===== config.mk =====
export PLATFORM = sky130hd
export DESIGN_NAME = seq_shifter
export DESIGN_NICKNAME = d
export VERILOG_FILES = /design/src/rtl/seq_shifter.sv
export SDC_FILE = /design/constraint.sdc
export NUM_CORES = 1
export LEC_CHECK = 0
export ABC_AREA = 0
export CAP_MARGIN = 20
export CORE_ASPECT_RATIO = 1.5
export CORE_UTILIZATION = 50
export CTS_BUF_LIST = sky130_fd_sc_hd__clkbuf_16
export DETAILED_ROUTE_END_ITERATION = 10
export GPL_ROUTABILITY_DRIVEN = 0
export GPL_TIMING_DRIVEN = 1
export PLACE_DENSITY = 0.79
export SETUP_SLACK_MARGIN = 0.2
export SYNTH_ARGS = -nofsm -noshare
export SYNTH_HDL_FRONTEND = slang
export SYNTH_SLANG_ARGS = --single-unit

===== constraint.sdc =====
create_clock -name clk -period 2.4 [get_ports clk]
set_input_delay 0.72 -clock clk [delete_from_list [all_inputs] [get_ports clk]]
set_output_delay 0.72 -clock clk [all_outputs]
set_load 0.02 [all_outputs]

===== src/rtl/seq_shifter.sv =====
// Sequential 32-bit shifter (SLL/SRL/ROTR/SRA) stepping one position per cycle.
// Optional macro SEQ_SHIFTER_FAST4_EN enables 4-position steps while Count>=4.
`timescale 1ns/1ps

module seq_shifter (
    input  logic        clk,
    input  logic        rst,
    input  logic        start,
    input  logic [31:0] in,
    input  logic [4:0]  shamt,
    input  logic [1:0]  op,
    output logic        busy,
    output logic        done,
    output logic [31:0] out
);

    localparam logic [1:0] IDLE  = 2'd0;
    localparam logic [1:0] SHIFT = 2'd1;
    localparam logic [1:0] DONE  = 2'd2;

    localparam logic [1:0] OP_SLL  = 2'b00;
    localparam logic [1:0] OP_SRL  = 2'b01;
    localparam logic [1:0] OP_ROTR = 2'b10;

    logic [1:0]  state;
    logic [1:0]  op_q;
    logic [4:0]  count;
    logic [31:0] work;
    logic [31:0] work_next;
    logic [4:0]  count_next;

    function automatic logic [31:0] step(input logic [31:0] v, input logic [1:0] o,
                                         input logic [2:0] amt);
        logic [31:0] r;
        case (o)
            OP_SLL:  r = v << amt;
            OP_SRL:  r = v >> amt;
            OP_ROTR: r = (v >> amt) | (v << (6'd32 - {3'd0, amt}));
            default: r = $signed(v) >>> amt;
        endcase
        return r;
    endfunction

    // NOTE: every always_comb output gets a default first so no path leaves it unassigned (no latch).
    always_comb begin
        work_next  = step(work, op_q, 3'd1);
        count_next = count - 5'd1;
`ifdef SEQ_SHIFTER_FAST4_EN
        if (count >= 5'd4) begin
            work_next  = step(work, op_q, 3'd4);
            count_next = count - 5'd4;
        end
`endif
    end

    // NOTE: sequential state uses non-blocking assignments so all registers update from pre-edge values.
    always_ff @(posedge clk or negedge rst) begin
        if (!rst) begin
            state <= IDLE;
            op_q  <= OP_SLL;
            count <= 5'd0;
            work  <= 32'd0;
            out   <= 32'd0;
        end else begin
            case (state)
                IDLE, DONE: begin
                    if (start) begin
                        work  <= in;
                        op_q  <= op;
                        count <= shamt;
                        state <= SHIFT;
                    end else begin
                        state <= IDLE;
                    end
                end
                SHIFT: begin
                    // count_next is only used while count is nonzero, so Count never wraps.
                    if (count != 5'd0) begin
                        work  <= work_next;
                        count <= count_next;
                    end else begin
                        out   <= work;
                        state <= DONE;
                    end
                end
                default: state <= IDLE;
            endcase
        end
    end

    assign busy = (state == SHIFT);
    assign done = (state == DONE);

endmodule

==> key figures <==
Route
  • Wire per inst: 16.7 um
  • Final antenna-violating net count: 0
  • Vias: 3,024
  • DR iter-0 viols: 292
  • DR vias/cell: 5.80
  • Drt pass-1 iters: 4
  • # DRC: 0
  • Routed WL: 8.70 mm

Run status
  • Status: finished clean

STA
  • Slew Limit Fails: 0
  • Final count of hold timing violations: 0
  • Final setup viols: 0
  • TNS Setup: 0 ns
  • RSZ-0062 raised after global routing: false
  • Skew final: 0.00699 ns
  • Final Critical Period: 2.07 ns
  • Period Utilization, post-route: 0.861
  • Hold Worst Slack: 0.250 ns
  • Slew @ Worst Pin: 0.703 ns
  • Highest Clock Rate: 0.484 GHz
  • Rel. slew slack: 0.530

Worst setup path
  • Reg2Reg Depth: 6
  • CP Buf/Inv Count: 1
  • Max incr delay on CP: 0.52 ns
  • Crit path DAT: 2.28 ns
  • Crit-path cells: inv_1, ha_1, or4b_1, or2_1, o21ai_2, mux2_1
  • Family with the most delay on the worst path: simple AND/OR/NAND/NOR gates
  • CP max stage cell: or4b_1
  • Crit path kind: flip-flop to flip-flop
  • Required @ worst endpoint: 2.62 ns
  • CP Launch Type: flip-flop
  • Reg2Reg Capture Point: work[31]$_DFFE_PN0P_
  • Worst setup EP type: flip-flop
  • CP max FO: 4
  • Worst reg2reg setup slack: 0.33 ns
  • R2R Path Start: count[1]$_DFFE_PN0P_

Cells and area
  • Fin cells: 521
  • # diodes: 0
  • Share of post-route cells with drive strength above 1: 0.0652
  • Number of fill cells in the layout: 493
  • Area growth, synth to finish: 33.5%
  • Final net count: 487

Logic synthesis
  • Cell variety after synth: 36
  • Synthesis-stage register bit count: 73
  • Post-Synthesis Net Count: 421
  • Register area share after synthesis: 0.537
  • Avg Cell Area, Syn: 9.10 um2
  • Commonest cells in the netlist: nand2_1 (130), dfrtp_1 (73), o21ai_0 (57)
  • Post-synthesis cell count: 374
  • Cell taking the most area after synthesis: dfrtp_1
  • Asr flop ratio synth: 1.00
  • Synth Cell Area: 3400 um2
  • Most common cell in the netlist: nand2_1
  • Post-synth EDFFs: 0
  • Synth Warn #: 0
  • Post-synth top area share: 0.537
  • Synth area leaders: dfrtp_1 (54%), nand2_1 (14%), a221o_1 (8.8%), o21ai_0 (8.4%), clkbuf_1 (1.9%)
  • Top FF cell, synth: dfrtp_1

Floorplan
  • Die Height: 103 um
  • Die ar.: 7150 um2
  • # IOs: 76
  • Initial core utilization: 0.521
  • Core Box Area: 6530 um2
  • Die Span X: 69.4 um
  • Cell Rows: 36

Global routing
  • GRT Overall Usage: 0.255
  • Maximum number of pins on one net before global-route repair: 58
  • Vias in the first global route: 2,917
  • First-pass GRT wire length: 13.9 mm
  • Gr ovfl total: 0
  • Initial antenna violation count: 0

Clock network
  • CTS tree: yes
  • Num CTS Buffers: 9
  • CTS Sinks: 73
  • Postcts setup bufs: 0
  • Clock root buffer: clkbuf_16
  • Clock buffer depth: 2
  • Number of hold buffers added after CTS: 0
  • H-tree depth: 3
  • CTS resizes: 2
  • Clk_lat worst skew: 0.34 ns
  • Reg clk slew, reported paths: 0.06 ns

Power
  • VDD IR max: 1.08 mV
  • PD cells: 1460 nW/um2
  • Cell leakage power: 0.00207 uW

Flow run
  • Number of max-cap violations: 0

Place
  • Dpl cells: 505
  • I/O Buffers: 75
  • DPL Wire Length: 5.62 mm

Worst hold path
  • Worst hold path class: input pin to async pin
-- worst max path at each step --
stage / from / endpoint / slack (ns) / depth (start not counted)
2_1_floorplan: count[0]$_DFFE_PN0P_ / work[31]$_DFFE_PN0P_ / 0.48 / 7
3_3_place_gp: start / work[2]$_DFFE_PN0P_ / 0.25 / 6
3_5_place_dp: op_q[0]$_DFFE_PN0P_ / work[15]$_DFFE_PN0P_ / 0.13 / 6
4_1_cts: state[0]$_DFFE_PN0P_ / done / 0.22 / 2
5_1_grt: count[0]$_DFFE_PN0P_ / work[7]$_DFFE_PN0P_ / 0.22 / 7
6_report: count[1]$_DFFE_PN0P_ / work[31]$_DFFE_PN0P_ / 0.33 / 6
-- registers in the layout (all words and copies together) (netlist names) --
name	flops
state	2
count	5
op_q	2
out	32
work	32
-- area by class of cell --
type	instances	area, um2	area share
well taps	76	95.1	0.0209
multi-input cells	263	1400	0.309
inverters	8	35.0	0.00771
clock buffers	9	225	0.0496
flip-flops and latches	73	1830	0.402
clock inverters	7	110	0.0242
repair buffers	85	850	0.187
-- through the flow --
stage | area (um2) | utilization | power (uW) | setup slack (ns)
final | 4540 | 0.696 | 6650 | 0.333
after global placement | 4200 | 0.643 | 4940 | 0.247
after CTS | 4540 | 0.695 | 6660 | 0.217
after detailed placement | 4200 | 0.643 | 5090 | 0.129
after floorplan | 3400 | - | 4110 | 0.476
after global routing | 4540 | 0.696 | 7080 | 0.223
-- cell families (layout without fill, tap and decap cells) --
| logic type | count (synthesis) | after routing | synth area share |
|---|---|---|---|
| and+or+nand+nor | 148 | 148 | 0.172 |
| muxes | 2 | 2 | 0.00625 |
| AOI/OAI and AO/OA | 108 | 108 | 0.211 |
| buffers and inverters | 38 | 109 | 0.0559 |
| DFF | 73 | 73 | 0.537 |
| adders and majority gates | 5 | 5 | 0.0184 |
-- per-layer routing --
layer,track usage,share of wire
met5,0,0
met3,0.0479,0.045
met1,0.288,0.39
met2,0.444,0.52
met4,0.170,0.039
-- layout by cell type, fill, tap and decap left out, types with 2 or more instances in the layout --
cell type / n
clkdlybuf4s50_1: 72
a21oi_1: 4
clkinv_1: 2
inv_1: 7
nor2b_1: 2
nor2_1: 8
buf_12: 2
clkbuf_16: 9
bufinv_16: 3
ha_1: 5
dfrtp_1: 73
nand2_1: 130
o21ai_0: 57
o21ai_1: 7
buf_4: 9
a221o_1: 30
-- where the power goes --
part / leakage, uW / total, uW / switching (uW) / internal, uW
logic: 0.000983 / 2910 / 1600 / 1310
clock network: 0.000164 / 1510 / 504 / 1010
registers: 0.000924 / 2230 / 468 / 1760
total: 0.00207 / 6650 / 2570 / 4080
(Power assumes the default switching activity.)
